===== config.mk =====
export PLATFORM = sky130hd
export DESIGN_NAME = branch_redirect_ctrl_flat
export DESIGN_NICKNAME = d
export VERILOG_FILES = /design/src/rtl/branch_redirect_ctrl_if.sv /design/src/rtl/branch_redirect_ctrl.sv /design/src/flat_wrapper.sv
export SDC_FILE = /design/constraint.sdc
export NUM_CORES = 1
export LEC_CHECK = 0
export BUFFER_PORTS_ARGS = -buffer_cell sky130_fd_sc_hd__buf_2
export CAP_MARGIN = 20
export CORE_UTILIZATION = 54
export CTS_CLUSTER_DIAMETER = 30
export CTS_CLUSTER_SIZE = 8
export DETAILED_ROUTE_END_ITERATION = 16
export GPL_TIMING_DRIVEN = 0
export HOLD_SLACK_MARGIN = 0.15
export PLACE_DENSITY_LB_ADDON = 0.15
export SLEW_MARGIN = 25
export SYNTH_ARGS = -nofsm -noshare
export SYNTH_HDL_FRONTEND = slang
export SYNTH_SLANG_ARGS = --single-unit

===== constraint.sdc =====
create_clock -name clk -period 3.95 [get_ports clk]
set_input_delay 0.395 -clock clk [delete_from_list [all_inputs] [get_ports clk]]
set_output_delay 0.395 -clock clk [all_outputs]
set_load 0.02 [all_outputs]

===== src/rtl/branch_redirect_ctrl_if.sv =====
// -----------------------------------------------------------------------------
// branch_redirect_ctrl_if
//   Bundles the three handshake groups around the redirect controller:
//     - EX branch result   : br_valid, br_jmp_en, br_b_n_jmp, br_target / br_ready
//     - trap request       : trap_req, trap_pc / trap_ack
//     - fetch redirect     : redir_valid, redir_pc / redir_ready
//   slave  : the controller side (consumes results/traps, offers the redirect)
//   master : the surrounding pipeline (EX unit, trap logic, fetch)
// -----------------------------------------------------------------------------
interface branch_redirect_ctrl_if #(
   parameter int XLEN = 32
);
   logic            br_valid;
   logic            br_jmp_en;
   logic            br_b_n_jmp;
   logic [XLEN-1:0] br_target;
   logic            br_ready;

   logic            trap_req;
   logic [XLEN-1:0] trap_pc;
   logic            trap_ack;

   logic            redir_valid;
   logic [XLEN-1:0] redir_pc;
   logic            redir_ready;

   modport slave (
      input  br_valid, br_jmp_en, br_b_n_jmp, br_target,
      input  trap_req, trap_pc,
      input  redir_ready,
      output br_ready, trap_ack,
      output redir_valid, redir_pc
   );

   modport master (
      output br_valid, br_jmp_en, br_b_n_jmp, br_target,
      output trap_req, trap_pc,
      output redir_ready,
      input  br_ready, trap_ack,
      input  redir_valid, redir_pc
   );
endinterface


===== src/rtl/branch_redirect_ctrl.sv =====
// -----------------------------------------------------------------------------
// branch_redirect_ctrl
//   Front-end sequencer for resolved control transfers. A taken branch/jump
//   from EX or a trap request (trap wins) starts a FLUSH window of
//   FLUSH_CYCLES cycles, after which the captured target is offered to fetch
//   over a valid/ready handshake. EX is stalled while a redirect is in
//   flight. Taken / not-taken statistics are kept in wrapping counters.
//
// Parameters
//   XLEN         PC width
//   FLUSH_CYCLES cycles flush is held high per redirect (legal 1..15)
//   CNT_W        statistics counter width
//
// Ports
//   clk          system clock, rising edge
//   rst          asynchronous reset, active low
//   bus          slave side of branch_redirect_ctrl_if (branch, trap, redirect)
//   flush        squash IF/ID contents
//   ex_stall     hold EX issue while a redirect is outstanding
//   cnt_clr      synchronous clear of both statistics counters
//   taken_cnt    accepted taken transfers (wraps)
//   ntaken_cnt   accepted not-taken conditional branches (wraps)
// -----------------------------------------------------------------------------
module branch_redirect_ctrl #(
   parameter int XLEN         = 32,
   parameter int FLUSH_CYCLES = 2,
   parameter int CNT_W        = 32
) (
   input  logic                    clk,
   input  logic                    rst,
   branch_redirect_ctrl_if.slave   bus,
   output logic                    flush,
   output logic                    ex_stall,
   input  logic                    cnt_clr,
   output logic [CNT_W-1:0]        taken_cnt,
   output logic [CNT_W-1:0]        ntaken_cnt
);

   typedef enum logic [1:0] {
      IDLE  = 2'd0,
      FLUSH = 2'd1,
      REDIR = 2'd2
   } state_t;

   // The flush counter holds "cycles remaining after this one", so it is
   // loaded with FLUSH_CYCLES-1 and the window ends when it reads zero.
   localparam logic [3:0]       FLUSH_INIT = 4'(FLUSH_CYCLES - 1);
   localparam logic [CNT_W-1:0] CNT_ONE    = CNT_W'(1);

   state_t          state, state_nxt;
   logic [3:0]      flush_cnt, flush_cnt_nxt;
   logic [XLEN-1:0] redir_pc_q, redir_pc_nxt;
   logic            trap_ack;
   logic            taken_inc;
   logic            ntaken_inc;

   // ---------------------------------------------------------------------------
   // State, flush counter and captured redirect target
   // ---------------------------------------------------------------------------
   // NOTE: sequential state is updated with non-blocking assignments only, so
   // every register samples the pre-edge values regardless of process order.
   always_ff @(posedge clk or negedge rst) begin
      if (!rst) begin
         state      <= IDLE;
         flush_cnt  <= '0;
         redir_pc_q <= '0;
      end else begin
         state      <= state_nxt;
         flush_cnt  <= flush_cnt_nxt;
         redir_pc_q <= redir_pc_nxt;
      end
   end

   // ---------------------------------------------------------------------------
   // Next-state / transition logic
   // ---------------------------------------------------------------------------
   // NOTE: every signal driven here gets a default first; a path that leaves
   // one unassigned would infer a latch.
   always_comb begin
      state_nxt     = state;
      flush_cnt_nxt = flush_cnt;
      redir_pc_nxt  = redir_pc_q;
      trap_ack      = 1'b0;
      taken_inc     = 1'b0;
      ntaken_inc    = 1'b0;

      unique case (state)
         IDLE: begin
            if (bus.trap_req) begin
               // A branch result in the same cycle is dropped: the trap
               // supersedes whatever EX resolved.
               trap_ack      = 1'b1;
               redir_pc_nxt  = bus.trap_pc;
               flush_cnt_nxt = FLUSH_INIT;
               state_nxt     = FLUSH;
            end else if (bus.br_valid && bus.br_jmp_en) begin
               // Fetch addresses are at least halfword aligned; bit 0 of a
               // computed jalr target is discarded.
               redir_pc_nxt  = {bus.br_target[XLEN-1:1], 1'b0};
               flush_cnt_nxt = FLUSH_INIT;
               taken_inc     = 1'b1;
               state_nxt     = FLUSH;
            end else if (bus.br_valid && bus.br_b_n_jmp) begin
               ntaken_inc    = 1'b1;
            end
         end

         FLUSH: begin
            if (bus.trap_req) begin
               // Late trap replaces the pending target and restarts the
               // flush window so the trap path is squashed in full.
               trap_ack      = 1'b1;
               redir_pc_nxt  = bus.trap_pc;
               flush_cnt_nxt = FLUSH_INIT;
            end else if (flush_cnt == 4'd0) begin
               state_nxt     = REDIR;
            end else begin
               flush_cnt_nxt = flush_cnt - 4'd1;
            end
         end

         REDIR: begin
            // Traps wait here; they are taken from IDLE once fetch has
            // consumed the current redirect.
            if (bus.redir_ready) begin
               state_nxt = IDLE;
            end
         end

         default: begin
            state_nxt = IDLE;
         end
      endcase
   end

   // ---------------------------------------------------------------------------
   // Outputs
   // ---------------------------------------------------------------------------
   assign flush           = (state == FLUSH);
   assign ex_stall        = (state != IDLE);
   assign bus.redir_valid = (state == REDIR);
   assign bus.redir_pc    = redir_pc_q;
   assign bus.trap_ack    = trap_ack;
   // A pending trap will win this cycle, so EX must not consider its result
   // consumed.
   assign bus.br_ready    = (state == IDLE) && !bus.trap_req;

   // ---------------------------------------------------------------------------
   // Statistics counters; clear beats increment, both wrap naturally
   // ---------------------------------------------------------------------------
   always_ff @(posedge clk or negedge rst) begin
      if (!rst) begin
         taken_cnt  <= '0;
         ntaken_cnt <= '0;
      end else if (cnt_clr) begin
         taken_cnt  <= '0;
         ntaken_cnt <= '0;
      end else begin
         if (taken_inc) begin
            taken_cnt <= taken_cnt + CNT_ONE;
         end
         if (ntaken_inc) begin
            ntaken_cnt <= ntaken_cnt + CNT_ONE;
         end
      end
   end

endmodule


===== src/flat_wrapper.sv =====
// flat-port wrapper written by rule: the top's interface ports become plain ports
module branch_redirect_ctrl_flat 
#(
   parameter int XLEN         = 32,
   parameter int FLUSH_CYCLES = 2,
   parameter int CNT_W        = 32
)
  (clk, rst, flush, ex_stall, cnt_clr, taken_cnt, ntaken_cnt, bus_br_valid, bus_br_jmp_en, bus_br_b_n_jmp, bus_br_target, bus_trap_req, bus_trap_pc, bus_redir_ready, bus_br_ready, bus_trap_ack, bus_redir_valid, bus_redir_pc);
  branch_redirect_ctrl_if #(.XLEN(XLEN)) bus_i ();
  input  logic clk;
  input  logic rst;
  output logic flush;
  output logic ex_stall;
  input  logic cnt_clr;
  output logic [CNT_W-1:0] taken_cnt;
  output logic [CNT_W-1:0] ntaken_cnt;
  input wire logic [$bits(bus_i.br_valid)-1:0] bus_br_valid;
  input wire logic [$bits(bus_i.br_jmp_en)-1:0] bus_br_jmp_en;
  input wire logic [$bits(bus_i.br_b_n_jmp)-1:0] bus_br_b_n_jmp;
  input wire logic [$bits(bus_i.br_target)-1:0] bus_br_target;
  input wire logic [$bits(bus_i.trap_req)-1:0] bus_trap_req;
  input wire logic [$bits(bus_i.trap_pc)-1:0] bus_trap_pc;
  input wire logic [$bits(bus_i.redir_ready)-1:0] bus_redir_ready;
  output wire logic [$bits(bus_i.br_ready)-1:0] bus_br_ready;
  output wire logic [$bits(bus_i.trap_ack)-1:0] bus_trap_ack;
  output wire logic [$bits(bus_i.redir_valid)-1:0] bus_redir_valid;
  output wire logic [$bits(bus_i.redir_pc)-1:0] bus_redir_pc;
  assign bus_i.br_valid = bus_br_valid;
  assign bus_i.br_jmp_en = bus_br_jmp_en;
  assign bus_i.br_b_n_jmp = bus_br_b_n_jmp;
  assign bus_i.br_target = bus_br_target;
  assign bus_i.trap_req = bus_trap_req;
  assign bus_i.trap_pc = bus_trap_pc;
  assign bus_i.redir_ready = bus_redir_ready;
  assign bus_br_ready = bus_i.br_ready;
  assign bus_trap_ack = bus_i.trap_ack;
  assign bus_redir_valid = bus_i.redir_valid;
  assign bus_redir_pc = bus_i.redir_pc;
  branch_redirect_ctrl #(.XLEN(XLEN), .FLUSH_CYCLES(FLUSH_CYCLES), .CNT_W(CNT_W)) u_core (.clk(clk), .rst(rst), .bus(bus_i), .flush(flush), .ex_stall(ex_stall), .cnt_clr(cnt_clr), .taken_cnt(taken_cnt), .ntaken_cnt(ntaken_cnt));
endmodule

==> Word-level counts from Yosys, hierarchy flattened <==
Cells that the tools add are included.
{ "op_classes": {"eq_ne": 8, "reduce_logical": 14, "n_addsub": 3, "n_mux": 28} }
{ "op_table": {"columns": ["op", "n"], "rows": [
  ["$mux W32", 7],
  ["$add A32 B1 Y32 const B", 2],
  ["$pmux W32 S2", 1],
  ["$mux W4", 4],
  ["$mux W2", 5],
  ["$mux W1", 9],
  ["$pmux W4 S2", 1],
  ["$reduce_bool A2 Y1", 4],
  ["$pmux W2 S3", 1],
  ["$reduce_and A3 Y1", 2],
  ["$logic_not A4 Y1", 1],
  ["$ne A2 B1 Y1 const B", 2],
  ["$ne A2 B2 Y1 const B", 2],
  ["$reduce_and A4 Y1", 1],
  ["$sub A4 B1 Y4 const B", 1],
  ["$logic_and A1 B1 Y1", 3],
  ["$ne A3 B2 Y1 const B", 1],
  ["$ne A3 B3 Y1 const B", 1],
  ["$eq A2 B1 Y1 const B", 1],
  ["$eq A2 B2 Y1 const B", 1],
  ["$logic_not A2 Y1", 1],
  ["$reduce_or A2 Y1", 1],
  ["$logic_not A1 Y1", 1]
]} }
{ "totals": {"wordCells": 58, "output_inout_bits": 101, "in_bits": 72, "reg_bits": 102} }

==> Longest topological paths before layout <==
Gate-level depths: netlist of the first run.
{ "depth": {"depth_word": 7, "mapped_depth": 7, "depth_no_buf": 6} }

==> Worst setup path before layout of the first run <==
No wires, ideal clock.
{ "synth_path": {"kind": "input port to flip-flop", "from": "input port bus_trap_req", "to": "register u_core.ntaken_cnt[31]", "required_time_ps": 3825, "setup_time_ps": 125, "stages": 7, "path_buffers": 2, "arrival_ps": 1878, "setup_slack_ps": 1948, "cell_sequence": "buf_2 -> or3_4 -> inv_6 -> nand4_4 -> buf_6 -> nor4_1 -> mux2_2"} }
{ "synth_via": {"elab_chain_cells": 3} }
{ "synth_lines": {"columns": ["item", "line", "text"], "rows": [
  ["from (decl)", "flat_wrapper.sv:21", "input wire logic [$bits(bus_i.trap_req)-1:0] bus_trap_req;"],
  ["$mux W1", "branch_redirect_ctrl.sv:89", "if (bus.trap_req) begin"],
  ["$mux W1", "branch_redirect_ctrl.sv:87", "unique case (state)"],
  ["$reduce_bool A2 Y1 (no source line)", null, null],
  ["to (signal assigned)", "branch_redirect_ctrl.sv:163", "ntaken_cnt <= ntaken_cnt + CNT_ONE;"],
  ["to (decl)", "branch_redirect_ctrl.sv:36", "output logic [CNT_W-1:0] ntaken_cnt"]
]} }
No other way between the ends.
A chain may end at the register's enable or synchronous reset.

==> Worst setup path after layout of the first run <==
{ "layout_path": {"from": "register u_core.state[1]", "to": "register u_core.ntaken_cnt[28]"} }
{ "layout_via": {"elab_chain_cells": 3} }
{ "layout_lines": {"columns": ["item", "line", "text"], "rows": [
  ["from (decl)", "branch_redirect_ctrl.sv:50", "state_t state, state_nxt;"],
  ["from (signal assigned)", "branch_redirect_ctrl.sv:68", "state <= state_nxt;"],
  ["$logic_not A2 Y1", "branch_redirect_ctrl.sv:87", null],
  ["$mux W1", "branch_redirect_ctrl.sv:87", null],
  ["$reduce_bool A2 Y1 (no source line)", null, null]
]} }
No other way between the ends.

==> impl_metrics.toml, run 1 <==
[synthesis]
seq_area_frac_synth_pct = 47.6
synth_top_area_share_pct = 47.6
synth_flop_cell = "dfrtp_1"
synth.largest_area_cell = "dfrtp_1"
synth_area_sq_mm = 0.00537
synth_common_cells = "dfrtp_1, nand2_1, o21ai_0"
async_reset_ff_share_pct = 100
syn_avg_cell_area_sq_um = 9.53
ys_ff_latch = 102
synth_nets = 639
synth_edf_count = 0
yosys_warnings = 0
syn_inst = 563
ys_types = 48
synth_most_common_cell = "dfrtp_1"
yosys-top-cells-area = "dfrtp_1, mux2i_1, o21ai_0, nand2_1, a21oi_1"

[die]
dieArea_sq_mm = 0.0103
die_h_microns = 102
start_util_pct = 55.4
die_w_microns = 102
rows = 36
core_area_sq_mm = 0.00968
io_pins = 173

[setup_path]
critPathMaxStageDelay_ns = 0.51
cp_slowest_cell = "dfrtp_1"
cp-start-kind = "flop"
crit_type = "reg -> reg"
endpoint_kind = "flop"
worstPathRequired_ns = 4.19
path_cells = "or3_4 -> inv_6 -> nand4_2 -> clkbuf_1 -> o41ai_1 -> a21oi_1"
crit_fanout = 10
cp.arrival_ns = 2.51

[finish]
multi_input_area_sq_mm = 0.00263
area_delta_synth_final_pct = 23.2
fin_area_sq_mm = 0.00661
fillers = 777
regArea_sq_mm = 0.00255
drive_gt1_share_pct = 27.7
final_cell_count_no_fill = 884
nNetsFinal = 822
antenna_cells = 0

[clock_network]
cts-resized-gates = 0
clock_latency_ns = 0.37
postCtsSetupBuffers = 0
ctsHtreeMaxLevel = 3
cts_tree = "done"
cts_sinks = 102
root_buffer = "clkbuf_8"
clk_pin_slew_ns = 0.10
cts_buffers = 9
clockBufferDepth = 2

[grt]
grt_usage_pct = 27.3
grt_max_degree = 78
gr-total-overflow = 0
antenna_found_initial = 0
grt_pass1_vias = 4658
grt_pass1_wl_microns = 22200

[power_and_ir_drop]
p_int_mw = 1.76
pwr-share-clk_pct = 22.2
power.switching_mw = 1.05
pwr-share-comb_pct = 31.7
seq_power_share_pct = 46.1
p_leak_nw = 3.00
ir_worst_vdd_uv = 208
switching_share_pct = 37.4
power_density_mw_per_mm2 = 426

[timing]
fin_crit_sh_pct = 57.5
fin_crit_ns = 2.27
rsz0062_at_grt = "no"
fin_skew_ns = 0.0128
setup_viol = 0
setup_tns_ns = 0
whs_ns = 0.268
fmax_ghz = 0.440
worst_pin_slew_ns = 0.535
maxSlewHeadroom_pct = 64.3
hold_viol = 0
finalMaxSlewViolations = 0

[route]
wl_per_cell_microns = 15.7
ant_nets = 0
drc = 0
finalWirelength_microns = 13900
viasPerCell = 5.80
vias = 5125
detail_route.iter0.violations = 204
dr.pass1.iters = 5

[hold_path]
hold_path.class = "in -> reg"

[flow_run]
maxCapViolCount = 0

[placement]
placed_area_sq_mm = 0.00642
dp_hpwl_microns = 10200
place_congestion = 0.929
portBuffers = 170
dp.cells = 867

[status]
status = "finished clean"
-- path summary, 6_finish.rpt --
path,start,endpoint,slack [ns],depth (start not counted)
max,u_core.state[1]$_DFFE_PN0P_,u_core.ntaken_cnt[28]$_DFFE_PN0P_,1.68,6
max reg2reg,u_core.state[1]$_DFFE_PN0P_,u_core.ntaken_cnt[28]$_DFFE_PN0P_,1.68,6
min in group asynchronous,rst,u_core.ntaken_cnt[15]$_DFFE_PN0P_,0.45,2
max in group asynchronous,rst,u_core.taken_cnt[25]$_DFFE_PN0P_,2.85,3
min,bus_trap_pc[0],u_core.bus.redir_pc[0]$_DFFE_PN0P_,0.27,3
min reg2reg,u_core.bus.redir_pc[8]$_DFFE_PN0P_,u_core.bus.redir_pc[8]$_DFFE_PN0P_,0.48,2
-- through the flow --
stage	setup WS (ns)	utilization [%]	power (mW)
after global placement	1.39	65.9	2.18
final	1.68	68.3	2.82
after CTS	1.68	68.3	2.83
after global routing	1.49	68.3	2.98
after detailed placement	1.66	66.3	2.22
after floorplan	1.95	-	1.88
-- flip-flops by register name, summed over array words and instances (netlist names) --
signal               count
u_core.taken_cnt        32
u_core.bus.redir_pc     32
u_core.ntaken_cnt       32
u_core.flush_cnt         4
u_core.state             2
-- power by group through the flow --
| stage | clock (mW) | sequential, mW | combinational (mW) |
|---|---|---|---|
| after global placement | 0 | 1.31 | 0.871 |
| final | 0.626 | 1.30 | 0.892 |
| after floorplan | 0 | 1.48 | 0.404 |
| after detailed placement | 0 | 1.32 | 0.899 |
| after CTS | 0.637 | 1.30 | 0.901 |
| after global routing | 0.680 | 1.32 | 0.981 |
-- placed cells by master, fill, tap and decap left out, types with 2 or more instances in the layout --
cell / n
a211oi_1: 2
a21oi_1: 45
and2_1: 4
and3_1: 11
and3b_1: 2
and4_1: 9
buf_2: 175
buf_6: 2
clkbuf_1: 25
clkbuf_8: 10
clkinvlp_4: 3
dfrtp_1: 102
ha_1: 4
inv_1: 11
inv_6: 2
mux2_2: 4
mux2i_1: 31
nand2_1: 61
nand3_1: 22
nand4_1: 18
nand4_4: 2
nand4b_1: 3
nor2_1: 27
nor2b_1: 5
nor3_1: 9
nor3b_1: 2
nor4_1: 6
nor4bb_1: 2
o21ai_0: 48
o31ai_1: 28
o41ai_1: 3
or3_1: 11
or4_1: 28
xnor2_1: 8
xor2_1: 7
-- critical path, delay by kind of cell (launching register included) --
family,cells,cell delay (ns)
AND/OR/NAND/NOR,2,0.68
buffers and inverters,2,0.41
AO/OA/AOI/OAI,2,0.53
flip-flops,1,0.51
-- cell type report --
| cell class | instances | share of cell area (%) |
|---|---|---|
| repair buffers | 172 | 13.5 |
| well taps | 133 | 2.52 |
| clock buffers | 10 | 2.08 |
| flip-flops and latches | 102 | 38.6 |
| multi-input cells | 416 | 39.7 |
| inverters | 12 | 0.757 |
| plain buffers | 33 | 2.10 |
| clock inverters | 6 | 0.681 |
-- metal layers --
metal,GRT usage (%),up-vias,part of all wire [%]
met5,0,-,0
met4,12.8,0,2.3
met3,4.83,30,5.7
met2,44.7,163,49
met1,35.4,2482,43
li1,-,2450,-
-- cell families (layout without fill, tap and decap cells) --
group	count (synthesis)	after routing	share of synthesized area, %
muxes	35	35	6.62
DFF	102	102	47.6
AOI/OAI and AO/OA	132	132	14.3
and+or+nand+nor	230	230	24.6
buffers and inverters	45	233	3.52
adders and majority gates	4	4	0.932
xor gates and xnor gates	15	15	2.45
-- timing repair --
item | in CTS | in global routing
endpoints found under the hold margin | 25 | 0
endpoints found under the setup margin | 0 | 0
hold buffers | 1 | 0
Note: power is estimated with default switching activity, not from simulation.
==> run 2, diff against run 1 <==
--- a/config.mk
+++ b/config.mk
@@ -7,7 +7,7 @@
 export LEC_CHECK = 0
 export BUFFER_PORTS_ARGS = -buffer_cell sky130_fd_sc_hd__buf_2
 export CAP_MARGIN = 20
-export CORE_UTILIZATION = 54
+export CORE_UTILIZATION = 46
 export CTS_CLUSTER_DIAMETER = 30
 export CTS_CLUSTER_SIZE = 8
 export DETAILED_ROUTE_END_ITERATION = 16
==> constraint.sdc (replaced) <==
create_clock -name clk -period 1.9 [get_ports clk]
set_input_delay 0.19 -clock clk [delete_from_list [all_inputs] [get_ports clk]]
set_output_delay 0.19 -clock clk [all_outputs]
set_load 0.02 [all_outputs]
==> run 2 against run 1 <==
The run now ends with negative setup slack left. Routed wire length is 17% higher. Non-clock buffer count is 47 higher. Hold slack worse by 0.12 ns. Die area is 17% higher. Global-route usage is 2.8 points lower. Via count is 4.9% higher.
==> impl_metrics.toml, run 2 (synthesis gave the netlist of run 1 again) <==
[placement]
placed_area_sq_mm = 0.00644
portBuffers = 170
dp.cells = 877
place_congestion = 0.863
dp_hpwl_microns = 10300

[grt]
gr-total-overflow = 0
grt_max_degree = 55
grt_pass1_vias = 4818
antenna_found_initial = 0
grt_usage_pct = 24.6
grt_pass1_wl_microns = 23100

[timing]
maxSlewHeadroom_pct = 53.1
rsz0062_at_grt = "yes"
finalMaxSlewViolations = 0
worst_pin_slew_ns = 0.703
setup_slack_ns = -0.0563
fin_crit_sh_pct = 103
fin_crit_ns = 1.96
fin_skew_ns = 0.00999
hold_viol = 0
setup_viol = 6
fmax_ghz = 0.511
setup_tns_ns = -0.111

[clock_network]
ctsHtreeMaxLevel = 3
clock_latency_ns = 0.35
root_buffer = "clkbuf_16"
cts_tree = "done"
clockBufferDepth = 2
cts_buffers = 9
cts_sinks = 102
clk_pin_slew_ns = 0.07

[power_and_ir_drop]
pwr-share-clk_pct = 30.2
pwr-share-comb_pct = 29.9
total_power_mw = 6.76
p_int_mw = 4.49
switching_share_pct = 33.6
seq_power_share_pct = 39.9
power.switching_mw = 2.27
ir_worst_vdd_uv = 724
p_leak_nw = 3.44
power_density_mw_per_mm2 = 872

[hold_path]
min_delay_path_depth = 3
hold_path.class = "in -> reg"

[setup_path]
endpoint_kind = "flop"
cp-start-kind = "flop"
worstPathRequired_ns = 2.17
crit_fanout = 6
rr_worst_depth = 6
cp.arrival_ns = 2.23
crit_type = "reg -> reg"

[die]
die_h_microns = 110
core_area_sq_mm = 0.0114
dieArea_sq_mm = 0.0121
rows = 39
die_w_microns = 110
start_util_pct = 47.0
io_pins = 173

[finish]
fin_util_pct = 67.9
nNetsFinal = 870
fillers = 892
mostFrequentLayoutCells = "buf_2, dfrtp_1, nand2_1"
layout_commonest_cell = "buf_2"
antenna_cells = 0
fin_area_sq_mm = 0.00775
drive_gt1_share_pct = 40.4
final_cell_count_no_fill = 942
area_delta_synth_final_pct = 44.3

[status]
status = "finished with violations"
violations = "negative setup slack"

[flow_run]
maxCapViolCount = 0

[route]
vias = 5376
dr.pass1.iters = 5
drc = 0
detail_route.iter0.violations = 294
ant_nets = 0
finalWirelength_microns = 16200
viasPerCell = 5.71
wl_per_cell_microns = 17.2
==> run 2: final timing paths <==
path | start | endpoint | slack (ns)
hold / removal | bus_br_target[12] | u_core.bus.redir_pc[12]$_DFFE_PN0P_ | 0.15
max in group asynchronous | rst | u_core.ntaken_cnt[12]$_DFFE_PN0P_ | 0.91
min in group asynchronous | rst | u_core.ntaken_cnt[27]$_DFFE_PN0P_ | 0.36
hold reg to reg | u_core.bus.redir_pc[8]$_DFFE_PN0P_ | u_core.bus.redir_pc[8]$_DFFE_PN0P_ | 0.48
setup reg to reg | u_core.state[0]$_DFFE_PN0P_ | u_core.ntaken_cnt[17]$_DFFE_PN0P_ | -0.06
setup / recovery | u_core.state[0]$_DFFE_PN0P_ | u_core.ntaken_cnt[17]$_DFFE_PN0P_ | -0.06
==> run 2: metrics by stage <==
step           hold WS, ns  setup WS, ns
3_3_place_gp         0.450        -0.703
5_1_grt              0.163        -0.107
3_5_place_dp         0.169        -0.319
6_report             0.148       -0.0563
2_1_floorplan       -0.106       0.00463
4_1_cts              0.150       -0.0630
==> run 2: area by class of cell <==
class | instances | area [sq um] | area share (%)
repair buffers | 224 | 1370 | 17.7
flip-flops and latches | 102 | 2560 | 33.1
well taps | 143 | 179 | 2.31
clock inverters | 3 | 67.6 | 0.872
inverters | 12 | 50.0 | 0.646
multi-input cells | 417 | 3070 | 39.7
clock buffers | 13 | 260 | 3.36
plain buffers | 28 | 186 | 2.41
==> run 2: layer usage <==
layer  GRT usage [%]  wire (microns)
met2            41.9            8250
met3            4.23             740
met5               0               0
met4            9.14             288
met1            31.2            6910
==> run 2: power groups by stage <==
stage / registers (mW) / logic [mW] / clock network [mW]
2_1_floorplan: 3.07 / 0.839 / 0
3_3_place_gp: 2.72 / 1.83 / 0
3_5_place_dp: 2.73 / 1.87 / 0
4_1_cts: 2.70 / 1.98 / 2.06
5_1_grt: 2.74 / 2.21 / 2.14
6_report: 2.70 / 2.02 / 2.04
==> run 2: what timing repair did <==
action / in CTS / in global routing
pin swaps: 15 / 40
buffers inserted: 10 / 15
resized for setup: 37 / 105
endpoints found under the setup margin: 61 / 73
cloned: 2 / 2
hold endpoints to repair: 63 / 0
hold buffers: 25 / 0
==> run 2: worst max-delay path: stages (launching register included) <==
cell and delay [ns]:
dfrtp_2 0.46, or3_4 0.45, inv_6 0.10, nand4_4 0.09, buf_6 0.17, or4_4 0.48, a21oi_2 0.14
==> run 3, diff against run 2 <==
--- a/config.mk
+++ b/config.mk
@@ -7,7 +7,8 @@
 export LEC_CHECK = 0
 export BUFFER_PORTS_ARGS = -buffer_cell sky130_fd_sc_hd__buf_2
 export CAP_MARGIN = 20
-export CORE_UTILIZATION = 46
+export CORE_UTILIZATION = 48
+export CTS_BUF_LIST = sky130_fd_sc_hd__clkbuf_8
 export CTS_CLUSTER_DIAMETER = 30
 export CTS_CLUSTER_SIZE = 8
 export DETAILED_ROUTE_END_ITERATION = 16
==> run 3 against run 2 <==
The flow still finishes with violations (negative setup slack). Sequential power is essentially flat. Maximum frequency increased by 0.81%. Largest power group unchanged. Clock power is 30% lower. Final cell count grew 4.2%. Via count up 4.6%.
==> impl_metrics.toml, run 3 (synthesis gave the netlist of run 1 again) <==
[die]
core_area_sq_mm = 0.0109
rows = 38
die_h_microns = 108
start_util_pct = 49.3
io_pins = 173
die_w_microns = 108
dieArea_sq_mm = 0.0116

[clock_network]
cts_buffers = 9
clockBufferDepth = 2
root_buffer = "clkbuf_8"
ctsHtreeMaxLevel = 3
cts_sinks = 102
cts_tree = "done"
clock_latency_ns = 0.37
clk_pin_slew_ns = 0.10

[hold_path]
min_delay_path_depth = 3
hold_path.class = "in -> reg"

[route]
vias = 5622
wl_per_cell_microns = 17.2
ant_nets = 0
drc = 0
dr.pass1.iters = 5
viasPerCell = 5.73
finalWirelength_microns = 16900
detail_route.iter0.violations = 343

[power_and_ir_drop]
total_power_mw = 6.28
power_density_mw_per_mm2 = 791
ir_worst_vdd_uv = 560
p_leak_nw = 3.55

[finish]
area_delta_synth_final_pct = 47.8
fin_util_pct = 72.9
nNetsFinal = 912
drive_gt1_share_pct = 37.9
fillers = 833
final_cell_count_no_fill = 982
layout_commonest_cell = "buf_2"
mostFrequentLayoutCells = "buf_2, dfrtp_1, nand2_1"
fin_area_sq_mm = 0.00794

[timing]
hold_viol = 0
fin_skew_ns = 0.0103
setup_slack_ns = -0.0405
whs_ns = 0.183
fmax_ghz = 0.515
fin_crit_ns = 1.94
rsz0062_at_grt = "yes"
finalMaxSlewViolations = 0
setup_tns_ns = -0.103
worst_pin_slew_ns = 0.634
fin_crit_sh_pct = 102
maxSlewHeadroom_pct = 57.8
setup_viol = 7

[grt]
grt_pass1_vias = 5256
grt_usage_pct = 27.7
gr-total-overflow = 0
antenna_found_initial = 0
grt_max_degree = 58
grt_pass1_wl_microns = 25200

[placement]
place_congestion = 0.837
dp.cells = 874
place_ws_ns = -0.332
placed_area_sq_mm = 0.00644
portBuffers = 170
dp_hpwl_microns = 10300

[status]
status = "finished with violations"
violations = "negative setup slack"

[setup_path]
cp-start-kind = "flop"
crit_fanout = 7
endpoint_kind = "flop"
crit_type = "reg -> reg"
worstPathRequired_ns = 2.19
cp.arrival_ns = 2.23
rr_worst_depth = 6

[flow_run]
maxCapViolCount = 0
[run 3: area by class of cell]
type	instances	area [sq um]	area share (%)
tap	140	175	2.21
antenna	1	2.50	0.0315
clock buffer	10	138	1.73
sequential	102	2560	32.3
inverter	12	52.6	0.662
timing repair buffer	266	1780	22.5
multi-input combinational	417	2990	37.6
buffer	28	176	2.22
clock inverter	6	61.3	0.773
[run 3: layer usage]
metal	GRT usage, %	wire length (microns)	part of all wire, %
met1	35.1	7050	42
met2	46.1	8610	51
met4	13.0	438	2.6
met5	0	0	0
met3	4.72	780	4.6
[run 3: path summary, 6_finish.rpt]
kind / slack [ns] / from / end
hold / removal: 0.18 / bus_br_target[15] / u_core.bus.redir_pc[15]$_DFFE_PN0P_
setup / recovery: -0.04 / u_core.state[1]$_DFFE_PN0P_ / u_core.ntaken_cnt[17]$_DFFE_PN0P_
min in group asynchronous: 0.30 / rst / u_core.ntaken_cnt[26]$_DFFE_PN0P_
max in group asynchronous: 0.94 / rst / u_core.taken_cnt[0]$_DFFE_PN0P_
setup reg to reg: -0.04 / u_core.state[1]$_DFFE_PN0P_ / u_core.ntaken_cnt[17]$_DFFE_PN0P_
hold reg to reg: 0.49 / u_core.bus.redir_pc[13]$_DFFE_PN0P_ / u_core.bus.redir_pc[13]$_DFFE_PN0P_
[run 3: power breakdown]
group | internal (mW) | switching, mW | leakage (nW)
registers | 2.50 | 0.189 | 1.35
clock network | 0.645 | 0.777 | 0.108
logic | 0.839 | 1.33 | 2.10
total | 3.98 | 2.30 | 3.55
[run 3: what timing repair did]
action,4_1_cts,5_1_grt
hold endpoints to repair,93,0
gates resized for setup,30,89
pin swaps,13,32
setup endpoints to repair,60,72
setup buffers,13,19
hold buffers,60,0
cloned,1,3
[run 3: critical path, cell delays in order, from the launching register on]
cell and delay, ns:
dfrtp_2 0.45, or3_4 0.44, inv_8 0.09, nand4_4 0.10
buf_6 0.17, or4_1 0.46, a21oi_1 0.15
